==> config.mk <==
export PLATFORM = sky130hd
export DESIGN_NAME = uart_rx_flat
export DESIGN_NICKNAME = d
export VERILOG_FILES = /design/src/rtl/uart_rx_if.sv /design/src/rtl/uart_rx.sv /design/src/flat_wrapper.sv
export SDC_FILE = /design/constraint.sdc
export NUM_CORES = 1
export LEC_CHECK = 0
export ABC_AREA = 1
export CAP_MARGIN = 20
export CORE_ASPECT_RATIO = 0.8
export CORE_MARGIN = 3
export CORE_UTILIZATION = 52
export DETAILED_ROUTE_END_ITERATION = 8
export HOLD_SLACK_MARGIN = 0.06
export MAX_ROUTING_LAYER = met4
export PLACE_DENSITY = 0.78
export SETUP_SLACK_MARGIN = 0.02
export SYNTH_ARGS = -nofsm -noshare
export SYNTH_HDL_FRONTEND = slang
export SYNTH_SLANG_ARGS = --single-unit
==> constraint.sdc <==
create_clock -name clk -period 1.9 [get_ports clk]
set_input_delay 0.38 -clock clk [delete_from_list [all_inputs] [get_ports clk]]
set_output_delay 0.38 -clock clk [all_outputs]
set_load 0.02 [all_outputs]
==> src/rtl/uart_rx_if.sv <==
// Receive-side output bundle of the UART receiver: received word, completion strobe and framing error.
// rx_done_tick is a one-clk valid pulse with no ready: the consumer must take dout/frame_err on that cycle.
interface uart_rx_if #(
  parameter int DBIT = 8
);
  logic [DBIT-1:0] dout;
  logic            rx_done_tick;
  logic            frame_err;

  modport master (output dout, output rx_done_tick, output frame_err);
  modport slave  (input  dout, input  rx_done_tick, input  frame_err);
endinterface

==> src/rtl/uart_rx.sv <==
// 16x-oversampled UART receiver: 2-flop rx synchronizer, start-bit validation at mid-bit,
// LSB-first data sampling, stop-bit check, and a registered one-clk completion strobe.
module uart_rx #(
  parameter int DBIT    = 8,
  parameter int SB_TICK = 16
) (
  input  logic        clk,
  input  logic        reset,
  input  logic        rx,
  input  logic        s_tick,
  uart_rx_if.master   rx_out,
  output logic [1:0]  dbg_state,
  output logic [5:0]  dbg_s,
  output logic [2:0]  dbg_n
);

  typedef enum logic [1:0] {
    IDLE  = 2'd0,
    START = 2'd1,
    DATA  = 2'd2,
    STOP  = 2'd3
  } state_t;

  state_t          state_reg, state_next;
  logic [5:0]      s_reg, s_next;
  logic [2:0]      n_reg, n_next;
  logic [DBIT-1:0] b_reg, b_next;
  logic [DBIT-1:0] dout_reg, dout_next;
  logic            ferr_reg, ferr_next;
  logic            done_reg, done_next;
  logic            rx_meta, rx_s;

  // Synchronizer resets to the idle line level so reset release never looks like a start edge.
  always_ff @(posedge clk or negedge reset) begin
    if (!reset) begin
      rx_meta <= 1'b1;
      rx_s    <= 1'b1;
    end else begin
      rx_meta <= rx;
      rx_s    <= rx_meta;
    end
  end

  always_ff @(posedge clk or negedge reset) begin
    if (!reset) begin
      state_reg <= IDLE;
      s_reg     <= '0;
      n_reg     <= '0;
      b_reg     <= '0;
      dout_reg  <= '0;
      ferr_reg  <= 1'b0;
      done_reg  <= 1'b0;
    end else begin
      state_reg <= state_next;
      s_reg     <= s_next;
      n_reg     <= n_next;
      b_reg     <= b_next;
      dout_reg  <= dout_next;
      ferr_reg  <= ferr_next;
      done_reg  <= done_next;
    end
  end

  always_comb begin
    state_next = state_reg;
    s_next     = s_reg;
    n_next     = n_reg;
    b_next     = b_reg;
    dout_next  = dout_reg;
    ferr_next  = ferr_reg;
    done_next  = 1'b0;
    case (state_reg)
      IDLE: begin
        // Leaving IDLE needs no tick so a zero-gap following frame is caught on its first clk.
        if (!rx_s) begin
          state_next = START;
          s_next     = '0;
        end
      end
      START: begin
        if (s_tick) begin
          if (s_reg == 6'd7) begin
            s_next = '0;
            if (!rx_s) begin
              state_next = DATA;
              n_next     = '0;
            end else begin
              state_next = IDLE;
            end
          end else begin
            s_next = s_reg + 6'd1;
          end
        end
      end
      DATA: begin
        if (s_tick) begin
          if (s_reg == 6'd15) begin
            s_next = '0;
            b_next = {rx_s, b_reg[DBIT-1:1]};
            if (n_reg == 3'(DBIT - 1)) begin
              state_next = STOP;
            end else begin
              n_next = n_reg + 3'd1;
            end
          end else begin
            s_next = s_reg + 6'd1;
          end
        end
      end
      STOP: begin
        if (s_tick) begin
          if (s_reg == 6'(SB_TICK - 1)) begin
            state_next = IDLE;
            s_next     = '0;
            dout_next  = b_reg;
            ferr_next  = ~rx_s;
            done_next  = 1'b1;
          end else begin
            s_next = s_reg + 6'd1;
          end
        end
      end
      default: state_next = IDLE;
    endcase
  end

  assign rx_out.dout         = dout_reg;
  assign rx_out.rx_done_tick = done_reg;
  assign rx_out.frame_err    = ferr_reg;

  assign dbg_state = state_reg;
  assign dbg_s     = s_reg;
  assign dbg_n     = n_reg;

endmodule

==> src/flat_wrapper.sv <==
// flat-port wrapper written by rule: the top's interface ports become plain ports
module uart_rx_flat 
#(
  parameter int DBIT    = 8,
  parameter int SB_TICK = 16
)
  (clk, reset, rx, s_tick, dbg_state, dbg_s, dbg_n, rx_out_dout, rx_out_rx_done_tick, rx_out_frame_err);
  uart_rx_if #(.DBIT(DBIT)) rx_out_i ();
  input  logic clk;
  input  logic reset;
  input  logic rx;
  input  logic s_tick;
  output logic [1:0] dbg_state;
  output logic [5:0] dbg_s;
  output logic [2:0] dbg_n;
  output wire logic [$bits(rx_out_i.dout)-1:0] rx_out_dout;
  output wire logic [$bits(rx_out_i.rx_done_tick)-1:0] rx_out_rx_done_tick;
  output wire logic [$bits(rx_out_i.frame_err)-1:0] rx_out_frame_err;
  assign rx_out_dout = rx_out_i.dout;
  assign rx_out_rx_done_tick = rx_out_i.rx_done_tick;
  assign rx_out_frame_err = rx_out_i.frame_err;
  uart_rx #(.DBIT(DBIT), .SB_TICK(SB_TICK)) u_core (.clk(clk), .reset(reset), .rx(rx), .s_tick(s_tick), .rx_out(rx_out_i), .dbg_state(dbg_state), .dbg_s(dbg_s), .dbg_n(dbg_n));
endmodule
### After elaboration in Yosys (flattened, before gate mapping)

Index checks and enable logic that the tools add are counted.
Widths: inputs -> output; s select.

* bitwise operators: 1
* equal/unequal tests: 17
* reductions and logical operators: 8
* multiplexer cells: 26
* add/sub/neg operators: 2

Operators with widths (number)
* $mux 6: 5
* $mux 2: 9
* $mux 3: 6
* $pmux 6 s3: 1
* $ne 2x2->1 const B: 6
* $ne 2x1->1 const B: 5
* $reduce_and 3->1: 3
* $pmux 2 s4: 1
* $reduce_and 8->1: 1
* $reduce_and 7->1: 1
* $add 6x1->6 const B: 1
* $eq 6x3->1 const B: 1
* $eq 6x4->1 const B: 1
* $pmux 3 s2: 1
* $eq 2x2->1 const B: 2
* $add 3x1->3 const B: 1
* $eq 3x3->1 const B: 1
* $mux 1: 3
* $eq 2x1->1 const B: 1
* $logic_not 2->1: 1
* $reduce_bool 2->1: 1
* $reduce_or 2->1: 1
* $not 1->1: 1

* flip-flop bits (word level): 31
* output and inout bits: 21
* word-level logic and storage cells: 63

### Logic depth before layout (Yosys ltp)

Gate-level depths: netlist of run 1.

* depth after elaboration: 5
* depth in mapped cells: 9
* depth with buffers taken out: 8

### Least setup slack after synthesis of run 1

Ideal clock, no wire load.

* path kind: register to register
* start: register u_core.s_reg[1] (netlist: u_core.dbg_s[1])
* end: register u_core.ferr_reg (netlist: u_core.rx_out.frame_err)
* arrival: 1462 ps
* path slack: 320 ps
* stages on the path, launching flop included: 10
* library setup time: 118 ps
* data required time: 1782 ps
* path buffers: 1
* cell sequence: dfrtp_1 -> ha_1 -> nand2_1 -> inv_1 -> nand3_2 -> inv_2 -> nand4_4 -> buf_6 -> nand2_1 -> o21ai_2

* longest elaborated chain between the ends: 2

Ends and longest elaborated chain
* start: declaration: line uart_rx.sv:25 `logic [5:0] s_reg, s_next;`
* start signal: assignment: line uart_rx.sv:55 `s_reg <= s_next;`
* $eq 6x4->1: line uart_rx.sv:112 `if (s_reg == 6'(SB_TICK - 1)) begin`
* $reduce_and 3->1 (no source line)
* end signal: assignment: line uart_rx.sv:59 `ferr_reg <= ferr_next;`
* end: declaration: line uart_rx.sv:29 `logic ferr_reg, ferr_next;`

No other way between the ends.
A chain may end at the register's enable or synchronous reset.

### Final worst setup path of run 1

* start: register u_core.s_reg[3] (netlist: u_core.dbg_s[3])
* end: output port dbg_s[3]

RTL lines
* end: declaration: line flat_wrapper.sv:14 `output logic [5:0] dbg_s;`

No word-level cell between the ends.

==> impl_metrics.py, run 1 <==
metrics = {
    "run_status": {
        "status": "completed",
    },
    "critical_path": {
        "crit_required_ps": 1520,
        "crit_buf_inv": 1,
        "critical_path_class": "reg2out",
        "cp_top_family": "buffers and inverters",
        "crit_fanout": 6,
        "cp_cell_sequence": "clkdlybuf4s50_1",
        "cp.arrival_ps": 1440,
        "startpoint_type": "register",
        "cp-end-kind": "output pin",
        "max_stage_delay_ps": 650,
        "cpMaxStageDelayCell": "clkdlybuf4s50_1",
        "reg2reg_slack_ps": 280,
    },
    "route": {
        "final_antenna_net_count": 0,
        "wl_per_cell_um": 11.78,
        "vias_per_cell": 4.969,
        "dr.pass1.iters": 4,
        "drt_iter0_drc": 53,
        "routed_wl_mm": 2.675,
        "remaining_drc_errors": 0,
        "vias": 1128,
    },
    "clock_network": {
        "clockBufferDepth": 2,
        "root_buffer": "clkbuf_4",
        "numClockSinks": 31,
        "h-tree-depth": 2,
        "clk_pin_slew_worst_paths_ps": 90,
        "cts_tree": "built",
        "clkLatencyLatePin_ps": 320,
        "cts_buffers": 5,
    },
    "final_layout": {
        "seq_area_um2": 780.7,
        "finalNetCount": 197,
        "syn_to_final_growth_pct": 22.34,
        "antenna_cells": 0,
        "multiInputGateArea_um2": 603.1,
        "fillCellCount": 194,
        "final_area_um2": 1809,
        "final_core_util": 0.7006,
        "drive_above_1_share": 0.2199,
    },
    "logic_synthesis": {
        "syn_nets": 166,
        "synth-simple-area-share": 0.2521,
        "synth_mux_area_frac": 0,
        "seq_area_frac_synth": 0.5262,
        "synthAdderAreaFrac": 0.02538,
        "syn-instance-count": 159,
        "yosysWarnings": 0,
        "synth.avg_cell_area_um2": 9.301,
        "synth-seq-cells": 31,
        "synth_xor_area_frac": 0.005922,
        "synth_top_family_by_area": "simple AND/OR/NAND/NOR gates",
        "synthDistinctLibCells": 24,
        "synthesis.area_um2": 1479,
        "synth_compound_area_frac": 0.1244,
    },
    "global_routing": {
        "antenna_found_initial": 0,
        "grtUsageTotal": 0.1868,
        "grt_start_max_net_pins": 32,
        "first_global_vias": 1075,
        "grt_pass1_wl_mm": 4.719,
        "grt-ovfl-total": 0,
    },
    "placed_design": {
        "gp_congestion": 0.8376,
        "hpwlAfterDp_mm": 2.037,
        "numPortBuffers": 24,
        "post-place-ws_ps": 131.9,
        "place_area_um2": 1757,
    },
    "sta": {
        "finalCriticalPeriod_ps": 1817,
        "setup_viol": 0,
        "setup-tns-final_ps": 0,
        "worstMarginPinSlew_ps": 392.0,
        "finClkSkew_ps": 5.032,
        "grt_setup_unrepaired": "no",
        "min_period_over_period": 0.9562,
        "timing.hold.ws_ps": 359.6,
        "worst_slack_ps": 83.17,
        "slew_viol_final": 0,
        "maxSlewHeadroom": 0.7363,
        "timing.fmax_ghz": 0.5504,
        "hold_viol_final": 0,
    },
    "min_path": {
        "holdCritPathClass": "reg2reg",
    },
    "power": {
        "vdd_drop_max_uv": 558.3,
        "pwr_density_cell_nw_per_um2": 949.4,
        "leakage_uw": 0.0008461,
    },
    "die": {
        "rows": 16,
        "ios": 25,
        "start_util": 0.5727,
        "die_x_um": 65.63,
        "core-area_um2": 2582,
        "die_h_um": 53.70,
        "die_area_um2": 3524,
    },
    "flow_run": {
        "maxCapViolCount": 0,
    },
}
==> worst paths after layout <==
check                                            start  depth (start not counted)                           endpoint
min in group asynchronous                        reset                          2        u_core.dbg_s[5]$_DFFE_PN0P_
setup reg to reg           u_core.dbg_s[0]$_DFFE_PN0P_                          8  u_core.rx_out.dout[1]$_DFFE_PN0P_
max in group asynchronous                        reset                          2              u_core.rx_s$_DFF_PN1_
hold reg to reg               u_core.rx_meta$_DFF_PN1_                          0              u_core.rx_s$_DFF_PN1_
setup / recovery           u_core.dbg_s[3]$_DFFE_PN0P_                          1                           dbg_s[3]
hold / removal                u_core.rx_meta$_DFF_PN1_                          0              u_core.rx_s$_DFF_PN1_
==> kinds of logic (layout without fill, tap and decap cells) <==
family / after synthesis / count (layout)
xor+xnor: 1 / 1
simple gates: 78 / 78
flops: 31 / 31
buf+inv: 22 / 54
compound gates: 24 / 24
fa+ha+maj: 3 / 3
==> layout by cell type (no fill, tap or decap), drive strengths merged, types with 2 or more instances in the layout <==
cell type	instances
clkdlybuf4s50	24
a21oi	3
o21ai	21
ha	3
clkbuf	7
dfrtp	29
nand3	7
buf	2
dfstp	2
nor2	13
nand4	7
inv	20
nand2	48
==> cell usage after synthesis <==
cell / instances / area share
nand2_1: 44 / 0.11
nand2_2: 3 / 0.013
nand4_1: 6 / 0.025
nor3_1: 1 / 0.0034
nand3_4: 1 / 0.012
inv_1: 14 / 0.036
nor4_1: 1 / 0.0042
a21oi_2: 1 / 0.0059
ha_1: 3 / 0.025
dfstp_2: 2 / 0.036
buf_6: 2 / 0.015
nor2_1: 13 / 0.033
o21ai_0: 4 / 0.014
inv_2: 6 / 0.015
dfrtp_1: 29 / 0.49
nand3_2: 1 / 0.0068
nand2_4: 1 / 0.0076
xor2_1: 1 / 0.0059
o21ai_1: 1 / 0.0034
o21ai_2: 16 / 0.095
nand4_4: 1 / 0.014
a21oi_1: 2 / 0.0068
nand3_1: 5 / 0.017
or2_0: 1 / 0.0042
==> through the flow <==
stage | power [uW] | instances
after detailed placement | 1381 | 219
final | 1718 | 227
after floorplan | 1165 | 159
after global routing | 1854 | 227
after CTS | 1734 | 227
after global placement | 1356 | 219
==> per-layer routing <==
| metal | part of all wire | track usage |
|---|---|---|
| met5 | 0 | - |
| met4 | 0.011 | 0.06207 |
| met2 | 0.45 | 0.2745 |
| met3 | 0.046 | 0.05010 |
| met1 | 0.49 | 0.2520 |
==> power breakdown <==
| group | internal, uW | switching [uW] |
|---|---|---|
| registers | 718 | 81.8 |
| clock network | 144 | 206 |
| logic | 202 | 366 |
==> timing repair <==
item / in CTS / in global routing
gates cloned: 0 / 0
setup endpoints to repair: 1 / 1
hold endpoints to repair: 0 / 0
hold buffers: 0 / 0
gates resized for setup: 1 / 1
setup buffers: 0 / 0
pin swaps: 0 / 0
==> layout make-up <==
type	instances	share of cell area
Tap cell	36	0.02490
Multi-Input combinational cell	106	0.3333
Timing Repair Buffer	26	0.1411
Sequential cell	31	0.4315
Inverter	20	0.04149
Clock buffer	7	0.02490
Clock inverter	1	0.002766
Power figures use the tool's default switching activity.
==> run 2, diff against run 1 <==
--- a/config.mk
+++ b/config.mk
@@ -7,7 +7,7 @@
 export LEC_CHECK = 0
 export ABC_AREA = 1
 export CAP_MARGIN = 20
-export CORE_ASPECT_RATIO = 0.8
+export CORE_ASPECT_RATIO = 1.1
 export CORE_MARGIN = 3
 export CORE_UTILIZATION = 52
 export DETAILED_ROUTE_END_ITERATION = 8
==> impl_metrics.py, run 2 (synthesis results as in run 1) <==
metrics = {
    "critical_path": {
        "crit_fanout": 8,
        "cp_cell_sequence": "clkdlybuf4s50_1",
        "crit_required_ps": 1520,
        "cp_top_family": "buffers and inverters",
        "startpoint_type": "register",
        "crit_buf_inv": 1,
        "cpMaxStageDelayCell": "clkdlybuf4s50_1",
        "cp.arrival_ps": 1460,
        "cp-end-kind": "output pin",
        "max_stage_delay_ps": 640,
        "critical_path_class": "reg2out",
    },
    "power": {
        "vdd_drop_max_uv": 790.5,
        "leakage_uw": 0.0008464,
        "pwr_density_cell_nw_per_um2": 956.6,
    },
    "die": {
        "rows": 19,
        "ios": 25,
        "die_h_um": 61.94,
        "core-area_um2": 2615,
        "start_util": 0.5656,
        "die_area_um2": 3521,
        "die_x_um": 56.85,
    },
    "clock_network": {
        "cts_buffers": 5,
        "numClockSinks": 31,
        "h-tree-depth": 2,
        "cts_hold_buf": 0,
        "root_buffer": "clkbuf_4",
        "cts_tree": "built",
        "clkLatencyLatePin_ps": 330,
        "clk_pin_slew_worst_paths_ps": 90,
        "clockBufferDepth": 2,
    },
    "global_routing": {
        "grt_pass1_wl_mm": 4.802,
        "first_global_vias": 1142,
        "antenna_found_initial": 0,
        "grt-ovfl-total": 0,
        "grt_start_max_net_pins": 32,
        "grtUsageTotal": 0.1881,
    },
    "route": {
        "routed_wl_mm": 2.884,
        "dr.pass1.iters": 4,
        "final_antenna_net_count": 0,
        "remaining_drc_errors": 0,
        "vias": 1145,
        "wl_per_cell_um": 12.99,
        "drt_iter0_drc": 38,
        "vias_per_cell": 5.158,
    },
    "sta": {
        "finClkSkew_ps": 13.44,
        "setup-tns-final_ps": 0,
        "hold_viol_final": 0,
        "finalCriticalPeriod_ps": 1840,
        "timing.fmax_ghz": 0.5435,
        "setup_viol": 0,
        "worstMarginPinSlew_ps": 382.9,
        "slew_viol_final": 0,
        "maxSlewHeadroom": 0.7448,
        "min_period_over_period": 0.9683,
        "grt_setup_unrepaired": "no",
    },
    "placed_design": {
        "hpwlAfterDp_mm": 2.152,
        "placed_cells": 214,
        "numPortBuffers": 24,
        "gp_congestion": 0.8548,
    },
    "run_status": {
        "status": "completed",
    },
    "final_layout": {
        "fillCellCount": 208,
        "syn_to_final_growth_pct": 21.66,
        "final_common_cell": "nand2_1",
        "antenna_cells": 0,
        "finalNetCount": 197,
        "stdcell_count": 222,
        "drive_above_1_share": 0.2094,
        "final_cell_mix": "nand2_1, dfrtp_1, clkdlybuf4s50_1, o21ai_2, inv_1",
    },
    "min_path": {
        "holdCritPathClass": "reg2reg",
    },
    "flow_run": {
        "maxCapViolCount": 0,
    },
}
[run 2: routing by layer]
| metal | track usage | vias to the layer above | routed length, um |
|---|---|---|---|
| met2 | 0.3218 | 32 | 1469 |
| met4 | 0.08278 | 0 | 36 |
| met5 | - | - | 0 |
| li1 | - | 576 | - |
| met3 | 0.07231 | 5 | 169 |
| met1 | 0.1971 | 532 | 1208 |
[run 2: power breakdown]
group	switching [uW]	internal, uW	total [uW]	leakage [uW]
Combinational	364	195	559	0.000400
Sequential	88.7	715	804	0.000419
Clock	211	147	358	0.0000265
Total	664	1060	1720	0.000846
[run 2: timing repair]
item                       in CTS  in global routing
gates resized for setup         2                  0
setup buffers                   0                  0
setup endpoints to repair       2                  0
[run 2: final timing paths]
check / from / to / slack, ps / depth (start not counted)
max: register / dbg_state[1] / 60 / 1
max in group asynchronous: reset / u_core.rx_meta$_DFF_PN1_ / 1140 / 2
min in group asynchronous: reset / u_core.dbg_s[5]$_DFFE_PN0P_ / 420 / 2
min: u_core.rx_meta$_DFF_PN1_ / u_core.rx_s$_DFF_PN1_ / 360 / 0
min reg2reg: u_core.rx_meta$_DFF_PN1_ / u_core.rx_s$_DFF_PN1_ / 360 / 0
max reg2reg: u_core.dbg_s[1]$_DFFE_PN0P_ / u_core.rx_out.frame_err$_DFFE_PN0P_ / 190 / 8
[run 2: layout make-up]
class | count | area (um^2) | share of cell area
clock buffers | 8 | 48.80 | 0.02712
repair buffers | 26 | 254.0 | 0.1412
inverters | 20 | 75.07 | 0.04172
multi-input cells | 106 | 603.1 | 0.3352
flip-flops and latches | 31 | 779.5 | 0.4332
well taps | 31 | 38.79 | 0.02156
[run 2: per-stage QoR]
stage / area (um^2) / util / hold slack (ps) / setup slack [ps] / power, uW
finish: 1799 / 0.6880 / 358.7 / 60.21 / 1721
global route: 1799 / 0.6880 / 366.8 / 26.01 / 1825
global placement: 1750 / 0.6694 / 347.5 / 175.8 / 1348
floorplan: 1479 / - / 84.41 / 319.9 / 1165
CTS: 1799 / 0.6880 / 361.0 / 47.76 / 1735
detailed placement: 1750 / 0.6694 / 348.8 / 134.6 / 1379
[run 2: worst register-to-register path: cells and delay by family (launching register included)]
family          cells  cell delay (ps)
buf+inv             2              220
flops               1              420
compound gates      1               60
simple gates        4              670
fa+ha+maj           1              220
